[src/rtl/gvt_tracker_if.sv]
// GVT tracker request/result bundle.
// Master issues requests and snapshots; slave is the tracker.
interface gvt_tracker_if #(
  parameter int NUM_CORE = 4,
  parameter int TIME_WID = 16
);
  localparam int SW = $clog2(NUM_CORE + 1);

  logic                         req_valid;
  logic                         req_ready;
  logic [TIME_WID*NUM_CORE-1:0] core_times;
  logic [NUM_CORE-1:0]          core_vld;
  logic [TIME_WID-1:0]          next_event;
  logic                         next_event_vld;
  logic [TIME_WID-1:0]          gvt;
  logic                         done;
  logic [SW-1:0]                min_src;
  logic                         regress;
  logic                         busy;

  modport master (
    output req_valid,
    output core_times,
    output core_vld,
    output next_event,
    output next_event_vld,
    input  req_ready,
    input  gvt,
    input  done,
    input  min_src,
    input  regress,
    input  busy
  );

  modport slave (
    input  req_valid,
    input  core_times,
    input  core_vld,
    input  next_event,
    input  next_event_vld,
    output req_ready,
    output gvt,
    output done,
    output min_src,
    output regress,
    output busy
  );
endinterface

[src/rtl/gvt_tracker.sv]
// Pipelined GVT tracker: snapshot, registered min-tree,
// monotonic commit with winner index and regression flag.
module gvt_tracker #(
  parameter int NUM_CORE   = 4,
  parameter int TIME_WID   = 16,
  parameter int PIPE_EVERY = 1
) (
  input logic           clk,
  input logic           rst_n,
  gvt_tracker_if.slave  bus
);

  localparam int L       = $clog2(NUM_CORE + 1);
  localparam int NLEAF   = 1 << L;
  localparam int RED_LAT = (PIPE_EVERY == 0) ? 0 :
                           (L + PIPE_EVERY - 1) / PIPE_EVERY;
  localparam int CW      = $clog2(RED_LAT + 2);
  localparam int PE_SAFE = (PIPE_EVERY > 0) ? PIPE_EVERY : 1;

  typedef struct packed {
    logic                vld;
    logic [L-1:0]        src;
    logic [TIME_WID-1:0] val;
  } node_t;

  typedef enum logic [1:0] {
    IDLE,
    REDUCE,
    COMMIT
  } state_t;

  // Left input always holds the lower source indices.
  function automatic node_t pick(node_t a, node_t b);
    node_t r;
    r = '0;
    if (a.vld && b.vld) begin
      r = (b.val < a.val) ? b : a;
    end else if (a.vld) begin
      r = a;
    end else if (b.vld) begin
      r = b;
    end
    return r;
  endfunction

  state_t state;
  state_t state_nxt;
  logic [CW-1:0] cnt;
  logic [CW-1:0] cnt_inc;

  logic req_ready;
  logic accept;
  logic commit;

  logic [TIME_WID*NUM_CORE-1:0] cap_times;
  logic [NUM_CORE-1:0]          cap_vld;
  logic [TIME_WID-1:0]          cap_ne;
  logic                         cap_nev;

  logic [TIME_WID-1:0] gvt_q;
  logic [L-1:0]        src_q;
  logic                done_q;
  logic                regress_q;

  node_t [2*NLEAF-1:1] nd;
  node_t root;

  // Heap layout: leaves at NLEAF.., root at 1.
  for (genvar k = 0; k < NLEAF; k++) begin : g_leaf
    if (k < NUM_CORE) begin : g_core
      assign nd[NLEAF+k] = '{
        vld: cap_vld[k],
        src: L'(k),
        val: cap_times[TIME_WID*k +: TIME_WID]
      };
    end else if (k == NUM_CORE) begin : g_evq
      assign nd[NLEAF+k] = '{
        vld: cap_nev,
        src: L'(k),
        val: cap_ne
      };
    end else begin : g_pad
      assign nd[NLEAF+k] = '{
        vld: 1'b0,
        src: L'(k),
        val: '0
      };
    end
  end

  for (genvar i = 1; i < NLEAF; i++) begin : g_node
    localparam int LVL = L - $clog2(i + 1);
    localparam bit REG = (PIPE_EVERY > 0) &&
                         ((LVL == L - 1) ||
                          (((LVL + 1) % PE_SAFE) == 0));
    node_t cmb;

    assign cmb = pick(nd[2*i], nd[2*i+1]);

    if (REG) begin : g_reg
      node_t q;

      always_ff @(posedge clk or negedge rst_n) begin
        if (!rst_n) begin
          q <= '0;
        end else begin
          q <= cmb;
        end
      end

      assign nd[i] = q;
    end else begin : g_cmb
      assign nd[i] = cmb;
    end
  end

  assign root = nd[1];

  always_ff @(posedge clk or negedge rst_n) begin
    if (!rst_n) begin
      state <= IDLE;
    end else begin
      state <= state_nxt;
    end
  end

  assign cnt_inc = cnt + 1'b1;

  always_comb begin
    state_nxt = state;
    unique case (state)
      IDLE: begin
        if (bus.req_valid) begin
          state_nxt = (RED_LAT == 0) ? COMMIT : REDUCE;
        end
      end
      REDUCE: begin
        if (cnt_inc == CW'(RED_LAT)) begin
          state_nxt = COMMIT;
        end
      end
      COMMIT: begin
        state_nxt = IDLE;
      end
      default: begin
        state_nxt = IDLE;
      end
    endcase
  end

  always_comb begin
    req_ready = 1'b0;
    commit    = 1'b0;
    unique case (state)
      IDLE:    req_ready = 1'b1;
      COMMIT:  commit    = 1'b1;
      default: ;
    endcase
  end

  assign accept = req_ready && bus.req_valid;

  always_ff @(posedge clk or negedge rst_n) begin
    if (!rst_n) begin
      cnt <= '0;
    end else if (accept) begin
      cnt <= '0;
    end else if (state == REDUCE) begin
      cnt <= cnt_inc;
    end
  end

  always_ff @(posedge clk or negedge rst_n) begin
    if (!rst_n) begin
      cap_times <= '0;
      cap_vld   <= '0;
      cap_ne    <= '0;
      cap_nev   <= 1'b0;
    end else if (accept) begin
      cap_times <= bus.core_times;
      cap_vld   <= bus.core_vld;
      cap_ne    <= bus.next_event;
      cap_nev   <= bus.next_event_vld;
    end
  end

  // A lower candidate is reported but never lowers gvt.
  always_ff @(posedge clk or negedge rst_n) begin
    if (!rst_n) begin
      gvt_q     <= '0;
      src_q     <= '1;
      done_q    <= 1'b0;
      regress_q <= 1'b0;
    end else begin
      done_q    <= commit;
      regress_q <= 1'b0;
      if (commit) begin
        if (!root.vld) begin
          src_q <= '1;
        end else if (root.val >= gvt_q) begin
          gvt_q <= root.val;
          src_q <= root.src;
        end else begin
          src_q     <= root.src;
          regress_q <= 1'b1;
        end
      end
    end
  end

  assign bus.req_ready = req_ready;
  assign bus.busy      = ~req_ready;
  assign bus.gvt       = gvt_q;
  assign bus.done      = done_q;
  assign bus.min_src   = src_q;
  assign bus.regress   = regress_q;

endmodule

[src/flat_wrapper.sv]
// flat-port wrapper written by rule: the top's interface ports become plain ports
module gvt_tracker_flat 
#(
  parameter int NUM_CORE   = 4,
  parameter int TIME_WID   = 16,
  parameter int PIPE_EVERY = 1
)
  (clk, rst_n, bus_req_valid, bus_core_times, bus_core_vld, bus_next_event, bus_next_event_vld, bus_req_ready, bus_gvt, bus_done, bus_min_src, bus_regress, bus_busy);
  gvt_tracker_if #(.NUM_CORE(NUM_CORE), .TIME_WID(TIME_WID)) bus_i ();
  input logic clk;
  input logic rst_n;
  input wire logic [$bits(bus_i.req_valid)-1:0] bus_req_valid;
  input wire logic [$bits(bus_i.core_times)-1:0] bus_core_times;
  input wire logic [$bits(bus_i.core_vld)-1:0] bus_core_vld;
  input wire logic [$bits(bus_i.next_event)-1:0] bus_next_event;
  input wire logic [$bits(bus_i.next_event_vld)-1:0] bus_next_event_vld;
  output wire logic [$bits(bus_i.req_ready)-1:0] bus_req_ready;
  output wire logic [$bits(bus_i.gvt)-1:0] bus_gvt;
  output wire logic [$bits(bus_i.done)-1:0] bus_done;
  output wire logic [$bits(bus_i.min_src)-1:0] bus_min_src;
  output wire logic [$bits(bus_i.regress)-1:0] bus_regress;
  output wire logic [$bits(bus_i.busy)-1:0] bus_busy;
  assign bus_i.req_valid = bus_req_valid;
  assign bus_i.core_times = bus_core_times;
  assign bus_i.core_vld = bus_core_vld;
  assign bus_i.next_event = bus_next_event;
  assign bus_i.next_event_vld = bus_next_event_vld;
  assign bus_req_ready = bus_i.req_ready;
  assign bus_gvt = bus_i.gvt;
  assign bus_done = bus_i.done;
  assign bus_min_src = bus_i.min_src;
  assign bus_regress = bus_i.regress;
  assign bus_busy = bus_i.busy;
  gvt_tracker #(.NUM_CORE(NUM_CORE), .TIME_WID(TIME_WID), .PIPE_EVERY(PIPE_EVERY)) u_core (.clk(clk), .rst_n(rst_n), .bus(bus_i));
endmodule
[config.mk]
export PLATFORM = sky130hd
export DESIGN_NAME = gvt_tracker_flat
export DESIGN_NICKNAME = d
export VERILOG_FILES = /design/src/rtl/gvt_tracker_if.sv /design/src/rtl/gvt_tracker.sv /design/src/flat_wrapper.sv
export SDC_FILE = /design/constraint.sdc
export NUM_CORES = 1
export LEC_CHECK = 0
export BUFFER_PORTS_ARGS = -buffer_cell sky130_fd_sc_hd__buf_4
export CORE_MARGIN = 4
export CORE_UTILIZATION = 26
export CTS_BUF_LIST = sky130_fd_sc_hd__clkbuf_2 sky130_fd_sc_hd__clkbuf_4 sky130_fd_sc_hd__clkbuf_8
export DETAILED_ROUTE_END_ITERATION = 16
export PLACE_DENSITY = 0.47
export SYNTH_ARGS = -nofsm -noshare
export SYNTH_HDL_FRONTEND = slang
export SYNTH_SLANG_ARGS = --single-unit
[constraint.sdc]
create_clock -name clk -period 3.66 [get_ports clk]
set_input_delay 0 -clock clk [delete_from_list [all_inputs] [get_ports clk]]
set_output_delay 0 -clock clk [all_outputs]
set_load 0.01 [all_outputs]
## Word-level counts from Yosys, hierarchy flattened

Cells that the tools add are included.

| operators by class | value |
|---|---|
| add/sub/neg operators | 1 |
| reductions and logical operators | 9 |
| muxes and demuxes | 29 |
| equality and inequality tests | 5 |
| magnitude comparators | 5 |
| bitwise gates (word level) | 1 |

Operators with widths:

| operator | count |
|---|---|
| 20-bit 2-to-1 mux | 18 |
| 16-bit less-than comparator | 4 |
| 16-bit greater-or-equal comparator | 1 |
| 3-bit 2-to-1 mux | 3 |
| 1-bit logical AND | 5 |
| 1-bit 2-to-1 mux | 5 |
| 2-bit 2-to-1 mux | 2 |
| 2-bit case mux with 2 select lines | 1 |
| 3-bit by 1-bit adder with 3-bit output, second input constant | 1 |
| 3-bit by 2-bit == test with 1-bit output, second input constant | 1 |
| 3-bit AND reduction | 1 |
| 2-bit by 1-bit == test with 1-bit output, second input constant | 1 |
| 2-bit == test, second input constant | 1 |
| 2-bit zero test | 1 |
| 2-bit by 1-bit != test with 1-bit output, second input constant | 1 |
| 2-bit != test, second input constant | 1 |
| 2-bit AND reduction | 1 |
| 2-bit nonzero test | 1 |
| 1-bit inverter | 1 |

| storage, ports and cells | value |
|---|---|
| bits in registers | 231 |
| output and inout bits | 23 |

## Logic depth before layout (Yosys ltp)

Gate-level depths: netlist of the first run.

| logic depth | value |
|---|---|
| depth in word-level cells | 4 |
| mapped depth | 10 |

## Least setup slack after synthesis of the first run

No wires, ideal clock.

| timing path | value |
|---|---|
| path kind | register -> register |
| start | register u_core.gvt_q[13], in the netlist u_core.bus.gvt[13] |
| end | register u_core.gvt_q[0], in the netlist u_core.bus.gvt[0] |
| clock period less this slack | 2.281 ns |
| setup slack | 1.379 ns |
| cell stages (with the launch flop) | 10 |
| arrival | 2.157 ns |
| buffers on the path | 1 |
| library setup time | 0.125 ns |
| cell sequence | dfrtp_1 > inv_1 > ha_1 > a211oi_1 > nor2_1 > a2111oi_0 > o31ai_1 > nand3_2 > buf_4 > mux2_2 |

| between the ends | value |
|---|---|
| cells in the longest elaborated chain, start to end | 2 |

Ends and longest elaborated chain:

| element | line | text |
|---|---|---|
| start: declaration | gvt_tracker.sv:60 | `logic [TIME_WID-1:0] gvt_q;` |
| start signal: assignment | gvt_tracker.sv:201 | `gvt_q <= root.val;` |
| 16-bit greater-or-equal comparator | gvt_tracker.sv:200 | `end else if (root.val >= gvt_q) begin` |
| 3-bit AND reduction (no source line) | - |  |

No other way between the ends.
A chain may end at the register's enable or synchronous reset.

==> results_dict.tcl, run 1 <==
set metrics [dict create \
    grt_max_degree 106 \
    relSlewSlack 0.4547 \
    multiInputGateArea_um2 3731 \
    cp_max_fo 9 \
    synthFlopType "dfrtp_1" \
    grt_pass1_vias 7127 \
    ys_async_sr_fraction 1.000 \
    critical_path_arrival_ps 3160 \
    fin_cells 1513 \
    switching_share 0.3591 \
    synth_mux_area_frac 0.07990 \
    cts_sinks 220 \
    portBuffers 110 \
    path_class "flop to flop" \
    ir_drop_mv 0.3017 \
    cts_tree "built" \
    yosysTopAreaCell "dfrtp_1" \
    synth-xor-area-share 0 \
    clockBufferDepth 3 \
    fmax_mhz 368.2 \
    ys_warn_count 0 \
    route.detailed.drc 0 \
    clock_latency_ps 530 \
    overflow 0 \
    synth_top_family_by_area "compound AO/OA/AOI/OAI gates" \
    hold_path_class "input pin to async pin" \
    seqCellArea_um2 5509 \
    routed_wl_um 23330 \
    fin_worst_skew_ps 19.19 \
    required_ps 4100 \
    cts_made_buffers 41 \
    mostFrequentLayoutCells "217 x dfrtp_1, 114 x buf_4, 87 x dlygate4sd3_1" \
    synth.distinct_cells 45 \
    synth-compound-area-share 0.1288 \
    vias 6678 \
    netlist_area_um2 9724 \
    power.share.sequential 0.395 \
    mostFrequentLayoutCell "dfrtp_1" \
    drive_above_1_share 0.2612 \
    slew_violations 0 \
    avgSynthCellArea_um2 12.14 \
    first_iter_violations 289 \
    fp.dieH_um 201.4 \
    die-area_um2 40560 \
    dr.pass1.iters 4 \
    hold_viol_final 0 \
    period_share 0.7420 \
    wire_per_inst_um 15.42 \
    rsz0062_at_grt "no" \
    p_int_w 0.007050 \
    coreArea_um2 36790 \
    setup_violations 0 \
    synth-simple-area-share 0.07437 \
    clockPowerShare 0.234 \
    fill_cells 3670 \
    power_switching_w 0.003949 \
    ys_ff_latch 220 \
    gp_congestion 0.7662 \
    grt_pass1_wl_um 38450 \
    synthAdderAreaFrac 0.1004 \
    cts-htree-levels 2 \
    clk_pin_slew_ps 60 \
    grt_use_total 0.1158 \
    maxCapViolCount 0 \
    post-place-cells 1353 \
    nNetsFinal 1181 \
    tightestPinTransition_ps 818.0 \
    p_total_w 0.01100 \
    n_antenna_cell 0 \
    synth_cells 801 \
    critPathLaunchType "flop" \
    start_util 0.2644 \
    dpl_cell_area_um2 11060 \
    p_leak_nw 5.997 \
    root_buffer "clkbuf_8" \
    p_comb_frac 0.371 \
    status "finished clean" \
    critPathCaptureType "flop" \
    p_per_area_nw_per_um2 856.6 \
    ioPinCount 111 \
    synth_top_area_frac 0.5584 \
    fin_crit_ps 2716 \
    ys_seq_area_frac 0.5665 \
    dp_hpwl_um 16080 \
    ant_nets 0 \
    syn_nets 967 \
    r2r_slack_ps 940 \
    antenna_found_initial 0 \
    viasPerCell 4.414 \
    post_cts_buffers 0 \
    num_rows 70 \
    synth-edff-count 0 \
    final_cell_area_um2 12840 \
    synthTopCellsByArea "dfrtp_1 56%, ha_1 10%, mux2_2 8.0%" \
    area_delta_synth_final_pct 32.04 \
    tns_ps 0 \
    die_x_um 201.4 \
]
==> synth_stat cells, drive strengths merged, types with 6 or more instances <==
cell type	n
nand2b	7
a22o	33
mux2	69
and3	6
and2	33
clkbuf	14
nand3	6
o21ai	48
inv	85
nor2	13
a32o	33
dfrtp	217
nand2	55
buf	19
ha	78
a21oi	31
==> cell families (layout without fill, tap and decap cells) <==
group | count (synthesis) | count (layout)
AOI/OAI and AO/OA | 173 | 173
adders and majority gates | 78 | 78
buffers and inverters | 118 | 362
DFF | 220 | 220
muxes | 69 | 69
and+or+nand+nor | 143 | 143
==> registers in the layout, indices dropped and copies added, names as in the netlist <==
name,cells
u_core.g_node.g_reg.q,109
u_core.cap_times,64
u_core.bus.gvt,16
u_core.cap_ne,16
u_core.cap_vld,4
u_core.bus.min_src,3
u_core.cnt,3
u_core.state,2
u_core.bus.done,1
u_core.bus.regress,1
u_core.cap_nev,1
==> timing repair <==
| action | CTS | global route |
|---|---|---|
| resized for setup | 0 | 0 |
| hold endpoints to repair | 191 | 0 |
| hold buffers | 87 | 0 |
==> final timing paths <==
kind                                               endpoint                   startpoint  cells past startpoint
max in group asynchronous       u_core.g_node[5].g_reg.q[7]                        rst_n                      3
min in group clk                       u_core.cap_times[39]           bus_core_times[39]                      4
worst min register to register  u_core.g_node[3].g_reg.q[1]  u_core.g_node[6].g_reg.q[1]                      1
worst max register to register  u_core.g_node[5].g_reg.q[6]         u_core.cap_times[55]                      8
worst max-delay path            u_core.g_node[5].g_reg.q[6]         u_core.cap_times[55]                      8
worst min-delay path                          u_core.cnt[2]                        rst_n                      2
==> power by group through the flow <==
stage	Combinational [W]	Sequential [W]	Clock [W]
2_1_floorplan	0.00313	0.00404	0
3_3_place_gp	0.00403	0.00442	0
3_5_place_dp	0.00407	0.00441	0
4_1_cts	0.00418	0.00437	0.00266
5_1_grt	0.00471	0.00451	0.00278
6_report	0.00408	0.00435	0.00257
==> through the flow <==
stage | utilization | setup slack (ps) | hold WS (ps)
global placement | 0.3005 | 886.8 | 126.7
finish | 0.3490 | 944.1 | 130.1
floorplan | - | 1379 | -295.6
detailed placement | 0.3005 | 904.9 | 123.4
CTS | 0.3490 | 882.9 | 140.7
global route | 0.3490 | 675.8 | 191.3
==> final cells by class <==
type,instances,area share
clock inverter,10,0.006529
timing repair buffer,204,0.1388
clock buffer,63,0.06461
inverter,85,0.02485
tap,468,0.04561
multi-input combinational,463,0.2906
sequential,220,0.4291
==> per-layer routing <==
metal / GRT usage / up-vias / routed length (µm)
li1: - / 3257 / -
met1: 0.1569 / 3256 / 10900
met2: 0.1896 / 123 / 10940
met3: 0.02385 / 42 / 962
met4: 0.03125 / 0 / 532
met5: 0 / - / 0
==> critical path: stages, from the launching register on <==
cell and delay (ps):
dfrtp_1 410, ha_1 320, and4_1 190, o21ai_0 70, o31ai_1 360, a221oi_2 120, a21oi_1 680, buf_4 290
a22o_1 190
(Power assumes the default switching activity.)
==> run 2, diff against run 1 <==
--- a/config.mk
+++ b/config.mk
@@ -10,7 +10,7 @@
 export CORE_UTILIZATION = 26
 export CTS_BUF_LIST = sky130_fd_sc_hd__clkbuf_2 sky130_fd_sc_hd__clkbuf_4 sky130_fd_sc_hd__clkbuf_8
 export DETAILED_ROUTE_END_ITERATION = 16
-export PLACE_DENSITY = 0.47
+export PLACE_DENSITY = 0.48
 export SYNTH_ARGS = -nofsm -noshare
 export SYNTH_HDL_FRONTEND = slang
 export SYNTH_SLANG_ARGS = --single-unit
==> constraint.sdc (replaced) <==
create_clock -name clk -period 2.25 [get_ports clk]
set_input_delay 0 -clock clk [delete_from_list [all_inputs] [get_ports clk]]
set_output_delay 0 -clock clk [all_outputs]
set_load 0.01 [all_outputs]
==> results_dict.tcl, run 2 (synthesis gave the netlist of run 1 again) <==
set metrics [dict create \
    maxCapViolCount 0 \
    clock_latency_ps 540 \
    hold_viol_final 0 \
    switching_share 0.3517 \
    portBuffers 110 \
    largest_register_ffs 109 \
    post-place-cells 1416 \
    dpl_cell_area_um2 11590 \
    tns_ps -77.63 \
    ant_nets 0 \
    viasPerCell 4.423 \
    fmax_mhz 441.3 \
    dr_wl_met3_um 941 \
    fin_worst_skew_ps 19.87 \
    area_delta_synth_final_pct 43.68 \
    status "finished, violations left" \
    num_rows 70 \
    fp.dieH_um 201.4 \
    dp_hpwl_um 16880 \
    nNetsFinal 1275 \
    rsz0062_at_grt "yes" \
    critPathLaunchType "flop" \
    cp_max_fo 8 \
    final_cell_area_um2 13970 \
    fin_cells 1602 \
    p_leak_nw 6.605 \
    required_ps 2660 \
    hold-worst-slack_ps 10.71 \
    mostFrequentLayoutCells "217 x dfrtp_1, 181 x buf_4, 96 x dlygate4sd3_1" \
    period_share 1.007 \
    fin_crit_ps 2266 \
    grt_pass1_wl_um 39320 \
    hold_path_class "input pin to async pin" \
    dr.pass1.iters 4 \
    gp_congestion 0.7970 \
    wl_met2_um 11960 \
    clk_pin_slew_ps 50 \
    vias 7085 \
    die-area_um2 40560 \
    antenna_found_initial 0 \
    routed_wl_um 24810 \
    p_per_area_nw_per_um2 1453 \
    grt_pass1_vias 7473 \
    power.share.sequential 0.346 \
    violations "setup timing" \
    clockBufferDepth 3 \
    cts_sinks 220 \
    clockPowerShare 0.199 \
    p_int_w 0.01316 \
    multiInputGateArea_um2 4088 \
    route.detailed.drc 0 \
    wire_per_inst_um 15.49 \
    cts_tree "built" \
    grt_max_degree 73 \
    topRoutingLayerUsed "met4" \
    cts-htree-levels 2 \
    relSlewSlack 0.5977 \
    critPathCaptureType "flop" \
    wl_met1_um 11270 \
    path_class "flop to flop" \
    power_switching_w 0.007141 \
    overflow 0 \
    slew_violations 0 \
    mostFrequentLayoutCell "dfrtp_1" \
    root_buffer "clkbuf_8" \
    tightestPinTransition_ps 603.5 \
    ir_drop_mv 0.4811 \
    critical_path_arrival_ps 2670 \
    start_util 0.2644 \
    ioPinCount 111 \
    grt_use_total 0.1186 \
    die_x_um 201.4 \
    cts_made_buffers 41 \
    setup_violations 10 \
    p_comb_frac 0.455 \
    setup_ws_ps -15.86 \
    largest-register "u_core.g_node.g_reg.q" \
    drive_above_1_share 0.3492 \
    coreArea_um2 36790 \
    first_iter_violations 282 \
    n_antenna_cell 0 \
    largestRegisters "u_core.g_node.g_reg.q: 109 flops, u_core.cap_times: 64 flops" \
    seqCellArea_um2 5509 \
    fill_cells 3624 \
]
## run 2: through the flow
| step | util | setup WS [ps] | power, W |
|---|---|---|---|
| finish | 0.3798 | -15.86 | 0.02030 |
| detailed placement | 0.3151 | -98.67 | 0.01479 |
| global placement | 0.3151 | -114.2 | 0.01471 |
| global route | 0.3798 | -100.7 | 0.02202 |
| floorplan | - | 9.423 | 0.01168 |
| CTS | 0.3665 | 1.513 | 0.01942 |
## run 2: timing repair
item / 4_1_cts / 5_1_grt
endpoints found under the setup margin: 64 / 89
resized for setup: 9 / 75
hold buffers: 96 / 0
buffers inserted: 3 / 14
cloned: 0 / 6
pin swaps: 4 / 57
hold endpoints to repair: 309 / 0
## run 2: path summary, 6_finish.rpt
| kind | slack [ps] | end | start | cells past startpoint |
|---|---|---|---|---|
| max | -20 | u_core.g_node[2].g_reg.q[4] | u_core.g_node[5].g_reg.q[6] | 7 |
| min | 10 | u_core.bus.done | rst_n | 2 |
| max reg2reg | -20 | u_core.g_node[2].g_reg.q[4] | u_core.g_node[5].g_reg.q[6] | 7 |
| min reg2reg | 450 | u_core.g_node[3].g_reg.q[12] | u_core.g_node[6].g_reg.q[12] | 1 |
| max in group asynchronous | 1480 | u_core.g_node[4].g_reg.q[13] | rst_n | 3 |
| min in group clk | 220 | u_core.cap_times[5] | bus_core_times[5] | 4 |
## run 2: worst max-delay path, cell delays in order, from the launching register on
cell     delay, ps
dfrtp_1        410
ha_1           330
a21o_1         170
a221o_1        320
a22oi_2        310
nand3_2        180
buf_6          180
a32o_2         260
## run 2: layer usage
metal,up-vias,track usage
li1,3447,-
met1,3452,0.1579
met2,142,0.1946
met3,44,0.02466
met4,0,0.03735
met5,-,0
## run 2: layout make-up
| type | count | area share |
|---|---|---|
| inverters | 85 | 0.02284 |
| repair buffers | 296 | 0.1865 |
| well taps | 468 | 0.04191 |
| clock buffers | 65 | 0.05865 |
| clock inverters | 3 | 0.003224 |
| multi-input cells | 465 | 0.2926 |
| flip-flops and latches | 220 | 0.3943 |
## run 2: power groups by stage
stage | Sequential, W | Clock, W | Combinational, W
3_3_place_gp | 0.00709 | 0 | 0.00763
2_1_floorplan | 0.00658 | 0 | 0.00510
5_1_grt | 0.00728 | 0.00438 | 0.0104
3_5_place_dp | 0.00707 | 0 | 0.00772
4_1_cts | 0.00702 | 0.00419 | 0.00820
6_report | 0.00703 | 0.00404 | 0.00924
